$ cat config.mk
export PLATFORM = sky130hd
export DESIGN_NAME = ioctl_vram_loader
export DESIGN_NICKNAME = d
export VERILOG_FILES = /design/src/rtl/ioctl_vram_loader_pkg.sv /design/src/rtl/ioctl_vram_loader_fifo.sv /design/src/rtl/ioctl_vram_loader.sv
export SDC_FILE = /design/constraint.sdc
export NUM_CORES = 1
export LEC_CHECK = 0
export ABC_AREA = 1
export CORE_AREA = 2 2 151 109
export DETAILED_ROUTE_END_ITERATION = 12
export DIE_AREA = 0 0 153 111
export PLACE_DENSITY = 0.61
export SLEW_MARGIN = 20
export SYNTH_ARGS = -nofsm -noshare
export SYNTH_HDL_FRONTEND = slang
export SYNTH_SLANG_ARGS = --single-unit
$ cat constraint.sdc
create_clock -name clk_sys -period 3.1 [get_ports clk_sys]
set_input_delay 0.62 -clock clk_sys [delete_from_list [all_inputs] [get_ports clk_sys]]
set_output_delay 0.62 -clock clk_sys [all_outputs]
set_load 0.005 [all_outputs]
$ cat src/rtl/ioctl_vram_loader_pkg.sv
// Purpose : shared types for the ioctl -> video RAM loader (FSM states, FIFO entry).
// Latency : n/a (types and helpers only).
// Backpressure: n/a.
package ioctl_vram_loader_pkg;

  // Width of the HPS byte address; the FIFO keeps the whole address so the
  // entry layout does not depend on the RAM size chosen at the top level.
  localparam int ENTRY_AW = 25;

  localparam logic [ENTRY_AW-1:0] BYTE_COUNT_MAX = '1;

  typedef enum logic [1:0] {
    ST_IDLE  = 2'd0,
    ST_LOAD  = 2'd1,
    ST_DRAIN = 2'd2,
    ST_DONE  = 2'd3
  } state_t;

  typedef struct packed {
    logic [ENTRY_AW-1:0] addr;
    logic [7:0]          data;
  } fifo_entry_t;

  // True when every address bit at or above position aw is zero.
  function automatic logic addr_in_range(input logic [ENTRY_AW-1:0] addr, input int aw);
    return (addr >> aw) == '0;
  endfunction

endpackage

$ cat src/rtl/ioctl_vram_loader_fifo.sv
// Purpose : small byte FIFO with registered empty/full/almost-full flags.
// Latency : a push is visible on o_head / o_empty the cycle after it is written.
// Backpressure: pushes while full and pops while empty are ignored; o_almost_full flags count >= DEPTH-1.
// Ports   : i_clk, i_reset (sync, active-high), i_push/i_din, i_pop, o_head, o_empty, o_full, o_almost_full.
module loader_fifo
  import ioctl_vram_loader_pkg::*;
#(
  parameter int DEPTH = 4
) (
  input  logic        i_clk,
  input  logic        i_reset,
  input  logic        i_push,
  input  fifo_entry_t i_din,
  input  logic        i_pop,
  output fifo_entry_t o_head,
  output logic        o_empty,
  output logic        o_full,
  output logic        o_almost_full
);

  localparam int PW = $clog2(DEPTH);
  localparam int CW = PW + 1;
  localparam logic [CW-1:0] DEPTH_C  = CW'(DEPTH);
  localparam logic [CW-1:0] ALMOST_C = CW'(DEPTH - 1);

  fifo_entry_t   r_mem [DEPTH];
  logic [PW-1:0] r_wr_ptr;
  logic [PW-1:0] r_rd_ptr;
  logic [CW-1:0] r_count;
  logic          r_empty;
  logic          r_full;
  logic          r_almost_full;

  logic          w_push;
  logic          w_pop;
  logic [CW-1:0] w_count_nxt;

  assign w_push      = i_push & ~r_full;
  assign w_pop       = i_pop & ~r_empty;
  // Simultaneous push and pop cancel out, leaving the occupancy unchanged.
  assign w_count_nxt = r_count + CW'(w_push) - CW'(w_pop);

  always_ff @(posedge i_clk) begin
    if (i_reset) begin
      r_wr_ptr      <= '0;
      r_rd_ptr      <= '0;
      r_count       <= '0;
      r_empty       <= 1'b1;
      r_full        <= 1'b0;
      r_almost_full <= 1'b0;
      for (int i = 0; i < DEPTH; i++) begin
        r_mem[i] <= '0;
      end
    end else begin
      if (w_push) begin
        r_mem[r_wr_ptr] <= i_din;
        r_wr_ptr        <= r_wr_ptr + PW'(1);
      end
      if (w_pop) begin
        r_rd_ptr <= r_rd_ptr + PW'(1);
      end
      r_count       <= w_count_nxt;
      r_empty       <= (w_count_nxt == '0);
      r_full        <= (w_count_nxt == DEPTH_C);
      r_almost_full <= (w_count_nxt >= ALMOST_C);
    end
  end

  assign o_head        = r_mem[r_rd_ptr];
  assign o_empty       = r_empty;
  assign o_full        = r_full;
  assign o_almost_full = r_almost_full;

endmodule

$ cat src/rtl/ioctl_vram_loader.sv
// Purpose : copies an HPS ioctl download into video RAM through a small byte FIFO.
// Latency : a byte strobed at cycle N is on ram_we at N+1 when the FIFO was empty.
// Backpressure: ioctl_wait rises at FIFO occupancy >= FIFO_DEPTH-1 (one slot kept for a byte in flight); ram_we holds until ram_grant.
// Ports   : clk_sys/reset; ioctl_* download side; ram_addr/ram_data/ram_we/ram_grant write side;
//           progress, done, overflow, byte_count status.
module ioctl_vram_loader
  import ioctl_vram_loader_pkg::*;
#(
  parameter logic [7:0] TARGET_INDEX = 8'd0,
  parameter int         RAM_AW       = 14,
  parameter int         FIFO_DEPTH   = 4
) (
  input  logic              clk_sys,
  input  logic              reset,
  input  logic              ioctl_download,
  input  logic              ioctl_wr,
  input  logic [24:0]       ioctl_addr,
  input  logic [7:0]        ioctl_dout,
  input  logic [7:0]        ioctl_index,
  output logic              ioctl_wait,
  output logic [RAM_AW-1:0] ram_addr,
  output logic [7:0]        ram_data,
  output logic              ram_we,
  input  logic              ram_grant,
  output logic              progress,
  output logic              done,
  output logic              overflow,
  output logic [24:0]       byte_count
);

  state_t      r_state;
  logic        r_progress;
  logic        r_done;
  logic        r_overflow;
  logic [24:0] r_byte_count;

  fifo_entry_t w_entry;
  fifo_entry_t w_head;
  logic        w_empty;
  logic        w_full;
  logic        w_almost_full;
  logic        w_strobe;
  logic        w_in_range;
  logic        w_push;
  logic        w_drop;
  logic        w_pop;

  // Only strobes in LOAD for our index count; a later index change just masks strobes.
  assign w_strobe   = (r_state == ST_LOAD) && ioctl_wr && (ioctl_index == TARGET_INDEX);
  assign w_in_range = addr_in_range(ioctl_addr, RAM_AW);
  assign w_push     = w_strobe && w_in_range && !w_full;
  assign w_drop     = w_strobe && (!w_in_range || w_full);
  assign w_pop      = !w_empty && ram_grant;

  assign w_entry.addr = ioctl_addr;
  assign w_entry.data = ioctl_dout;

  loader_fifo #(
    .DEPTH (FIFO_DEPTH)
  ) u_fifo (
    .i_clk         (clk_sys),
    .i_reset       (reset),
    .i_push        (w_push),
    .i_din         (w_entry),
    .i_pop         (w_pop),
    .o_head        (w_head),
    .o_empty       (w_empty),
    .o_full        (w_full),
    .o_almost_full (w_almost_full)
  );

  // Upper address bits of a buffered entry are always zero (out-of-range bytes never enter).
  generate
    if (RAM_AW < ENTRY_AW) begin : g_head_hi
      logic w_unused_head_hi;
      assign w_unused_head_hi = |w_head.addr[ENTRY_AW-1:RAM_AW];
    end
  endgenerate

  always_ff @(posedge clk_sys) begin
    if (reset) begin
      r_state      <= ST_IDLE;
      r_progress   <= 1'b0;
      r_done       <= 1'b0;
      r_overflow   <= 1'b0;
      r_byte_count <= '0;
    end else begin
      r_done <= 1'b0;
      if (w_pop && (r_byte_count != BYTE_COUNT_MAX)) begin
        r_byte_count <= r_byte_count + 25'd1;
      end
      if (w_drop) begin
        r_overflow <= 1'b1;
      end
      case (r_state)
        ST_IDLE: begin
          if (ioctl_download && (ioctl_index == TARGET_INDEX)) begin
            r_state      <= ST_LOAD;
            r_progress   <= 1'b1;
            r_byte_count <= '0;
            r_overflow   <= 1'b0;
          end
        end
        ST_LOAD: begin
          if (!ioctl_download) begin
            r_state <= ST_DRAIN;
          end
        end
        ST_DRAIN: begin
          // Registered empty: the last pop is complete before DONE is entered.
          if (w_empty) begin
            r_state    <= ST_DONE;
            r_progress <= 1'b0;
            r_done     <= 1'b1;
          end
        end
        ST_DONE: begin
          r_state <= ST_IDLE;
        end
        default: begin
          r_state <= ST_IDLE;
        end
      endcase
    end
  end

  assign ioctl_wait = w_almost_full;
  assign ram_we     = !w_empty;
  assign ram_addr   = w_head.addr[RAM_AW-1:0];
  assign ram_data   = w_head.data;
  assign progress   = r_progress;
  assign done       = r_done;
  assign overflow   = r_overflow;
  assign byte_count = r_byte_count;

endmodule

Yosys cells after proc, flatten, opt, wreduce, memory -nomap -nowiden
Memory sizes are Yosys's and may differ from the RTL's. A register that Yosys moved wholly into a read port is not among the register bits.
Index checks and enable logic that the tools add are counted.
Storage, ports and cells
  register bits: 40
  bits in writable memories: 132
  bits of input ports: 46
  output and inout port bits: 52
  logic and storage cells: 76
  memories kept: 1
Memories
  u_fifo.r_mem: depth 4, bits a word 33, rd ports 1, clocked after Yosys merged registers in 1, write ports 4, RTL line ioctl_vram_loader_fifo.sv:26  | fifo_entry_t r_mem [DEPTH];
Cells by class
  $add $sub $neg: 5
  magnitude comparators: 1
  eq/ne operators: 8
  multiplexer cells: 24
  bitwise gates (word level): 5
  reduce and logical (&&, ||, !) cells: 21
Operators by type and width (count)
  25-bit two-way mux: 3
  33-bit two-way mux: 1
  33-bit OR reduction: 1
  25-bit by 1-bit adder with 25-bit output (second input constant): 1
  25-bit logical NOT: 1
  25-bit inequality test (second input constant): 1
  1-bit two-way mux: 12
  2-bit two-way mux: 6
  1-bit logical AND: 8
  8-bit logical NOT: 1
  2-bit one-hot mux with 4 select lines: 1
  3-bit AND reduction: 2
  2-bit by 1-bit adder with 2-bit output (second input constant): 2
  2-bit == test (second input constant): 2
  2-bit inequality test (second input constant): 2
  3-bit by 1-bit adder with 3-bit output: 1
  3-bit == test (second input constant): 1
  3-bit by 2-bit greater-or-equal comparator with 1-bit output (second input constant): 1
  1-bit logical NOT: 3
  3-bit logical NOT: 1
  1-bit inverter: 3
  3-bit by 1-bit subtractor with 3-bit output: 1
  1-bit AND: 2
  2-bit by 1-bit == test with 1-bit output (second input constant): 1
  other kinds (6): 6

Logic depth before layout (Yosys ltp)
Gate-level depths: netlist of run 1.
  depth in word-level cells: 11
  gate-level depth with buffers: 13
  mapped depth without buffers: 13

Hierarchy
From an unflattened synthesis of run 1, not the netlist that was laid out.
Unflattened totals
  cells, all modules: 865
  area, all modules: 8137.8 um^2
By module, submodules not included
  loader_fifo: instances 1, cells an instance 572, area each 6197.2 um^2
  ioctl_vram_loader: instances 1, cells an instance 293, area each 1940.6 um^2

Worst setup path before layout of run 1
No wires, ideal clock.
  kind: in2reg
  from: input ioctl_addr[16]
  to: memory u_fifo.r_mem[1][0] (netlist name) (enable)
  setup time: 432 ps
  arrival: 2726 ps
  slack: -58 ps
  cell stages on the path: 5
  buffers on the path: 0
  cell sequence: nor2_1 nand2_1 nor3_2 nand2_2 o21ai_0
RTL lines
  from (decl): RTL line ioctl_vram_loader.sv:17  | input logic [24:0] ioctl_addr,
  to (decl): RTL line ioctl_vram_loader_fifo.sv:26

==> metrics.csv, run 1 <==
stage,metric,value,unit
sta,final slew viol count,0,
critical_path,startpoint type of the worst setup path,register,
routing,drt via density,4.94,
layout,Filler cells,1455,
clocking,post-CTS setup buffers,0,
synthesis,largest family of logic cells by synthesized area,simple AND/OR/NAND/NOR gates,
outcome,outcome,completed,
synthesis,Yosys cell types,34,
global_routing,GRT Overall Usage,18.9,%
sta,hold_ws,472,ps
clocking,CTS tree,built,
clocking,H-tree Lvls,4,
job,Max-Cap Viols,0,
die,Die Wd,153,microns
die,Core Footprint,15800,sq um
routing,Pre-antenna DRT Iters,5,
global_routing,initial antenna violation count,0,
routing,1st-iter DRT viols,316,
synthesis,top_reg_cell synth,edfxtp_1,
sta,Final Hold Viols,0,
layout,P&R area growth vs syn,30.0,%
placement,estimated wirelength of the detail-placed design,9.84,mm
synthesis,Synth Area in Compound Gates,9.18,%
sta,RSZ-0062 raised after global routing,false,
pwr,PwrDens,624,nW/um^2
routing,DRC,0,
die,Die Ht,111,microns
layout,Final #Nets,853,
global_routing,first-pass GRT wire length,25.2,mm
worst_hold_path,Hold Path Class,register to register,
synthesis,mux contribution to synthesized area,0,%
global_routing,largest net degree at the start of global routing,33,
synthesis,"EDFF count, synth",88,
synthesis,Yosys top cell area share,43.3,%
global_routing,global route overflow,0,
pwr,Leak,3.18,nW
synthesis,largest cells by area after synthesis,"edfxtp_1, dfxtp_1, nor2_1",
sta,final period utilization,93.7,%
sta,Period minus WS final,2910,ps
synthesis,"area leader, netlist",edfxtp_1,
synthesis,Synthesized Nets,750,
sta,Worst slew margin,38.7,%
layout,most frequent cells in the layout,"nor2_1, clkdlybuf4s50_1, nand2_1, inv_1, edfxtp_1",
synthesis,Post-Synthesis Cells,696,
sta,Max Clock Freq,344,MHz
die,I/O pin count,98,
synthesis,Post-synth ARST share,0,%
layout,"non-filler cells, final",1017,
die,Initial Util,38.7,%
synthesis,simple-gate share of the synthesized area,23.2,%
clocking,Root Buffer Master,clkbuf_16,
synthesis,sequential element share of the synthesized area,57.0,%
placement,number of cells after detailed placement,985,
critical_path,"Worst Path Class, Setup",register to output port,
placement,port buffer count,97,
synthesis,Adder-Cell Fraction of Synth Area,1.76,%
die,Placement Rows,39,
clocking,clock insertion delay at the later pin of the skew report,420,ps
clocking,Clock Tree Buf Depth,2,
synthesis,Mapped Area,6110,sq um
routing,ANT nets after route,0,
layout,ratio of cells with drive above 1 in the final layout,9.36,%
critical_path,Worst Path Arrival,2290,ps
pwr,maximum vdd drop,0.000415,V
die,Die ar.,17000,sq um
layout,Antenna Diode Count,0,
routing,Vias,5019,
synthesis,YS warnings,0,
sta,Final Skew,10.0,ps
critical_path,CP Capture Type,output port,
clocking,Sink Count,130,
routing,wire per inst,15.2,microns
synthesis,mean post-synth cell area,8.77,sq um
synthesis,synthesis-stage register bit count,130,
placement,routability cong.,0.819,
clocking,Clock Pin Slew Worst Setup and Hold Paths,50,ps
routing,total wire length,15.5,mm
sta,Slew @ Worst Pin,919,ps
sta,final setup fails,0,
layout,"most common cell after layout, fill and taps aside",nor2_1,
critical_path,Max Fanout on Critical Path,28,
global_routing,vias in the first global route,4913,
clocking,TritonCTS Buffers,17,
clocking,# hold bufs at CTS,0,
synthesis,post-synthesis xor/xnor area fraction,0.574,%
critical_path,CP required,2480,ps
clocking,post-cts sizing count,0,
## final timing paths
path,slack (ps),end,start,depth (start not counted)
hold reg to reg,470,overflow,overflow,2
hold / removal,470,overflow,overflow,2
setup / recovery,190,ram_data[2],register,6
setup reg to reg,710,u_fifo.o_full,r_state[1],13
## flip-flops by register name, indices dropped and copies added, names as in the netlist, named ones only
name	count
byte_count	25
done	1
overflow	1
progress	1
r_state	2
u_fifo.o_almost_full	1
u_fifo.o_empty	1
u_fifo.o_full	1
u_fifo.r_count	3
u_fifo.r_mem	88
u_fifo.r_rd_ptr	2
u_fifo.r_wr_ptr	2
## logic make-up (layout without fill, tap and decap cells)
logic type	Yosys count	count (layout)
and+or+nand+nor	325	325
DFF	130	130
buffers and inverters	126	242
AOI/OAI and AO/OA	103	103
adders and majority gates	8	8
xor gates and xnor gates	4	4
## stage by stage
stage          utilization, %  area [sq um]  TNS, ps  power (mW)  setup slack, ps
4_1_cts                  50.4          7940        0        4.99              204
5_1_grt                  50.4          7940        0        5.17              119
3_3_place_gp             46.5          7330        0        2.89              356
6_report                 50.4          7940        0        4.96              194
2_1_floorplan               -          6110    -3820        2.48            -57.9
3_5_place_dp             46.5          7330        0        2.92              236
## Yosys cell counts (all sizes together), types with 7 or more instances
library cell  instances
a21oi                23
buf                  10
clkbuf               19
dfxtp                42
edfxtp               88
ha                    7
inv                  97
nand2               104
nand3                18
nand4                18
nor2                172
nor3                  9
o21ai                54
o22ai                22
## critical path: stages, from the launching register on
cell and delay, ps:
dfxtp_1 320, buf_4 180, inv_1 80, buf_4 290, o21ai_0 120, o22ai_1 300, clkdlybuf4s50_1 570
## power by group
group,internal (mW),switching [mW],leakage (nW)
Combinational,0.402,0.488,1.66
Clock,1.28,0.793,0.289
Sequential,1.95,0.0475,1.23
Total,3.63,1.33,3.18
## cell type report
cell class	count	area, sq um	area share [%]
Timing Repair Buffer	113	1090	13.7
Sequential cell	130	3480	43.9
Tap cell	205	256	3.23
Inverter	97	364	4.59
Clock inverter	14	181	2.29
Clock buffer	18	429	5.41
Multi-Input combinational cell	440	2130	26.9
## layer usage
layer | share of wire [%] | wire, microns | vias to the layer above | track usage (%)
li1 | - | - | 2484 | -
met1 | 47 | 7360 | 2370 | 25.8
met2 | 46 | 7130 | 149 | 29.7
met3 | 5.3 | 814 | 16 | 4.34
met4 | 1.2 | 190 | 0 | 6.98
met5 | 0 | 0 | - | 0
Power figures use the tool's default switching activity.
==> inputs of run 2 (changes only) <==
Settings changed: CAP_MARGIN from default to 20.
==> results of run 2 <==
Final layout, timing and power as in run 1 (identical DEF).
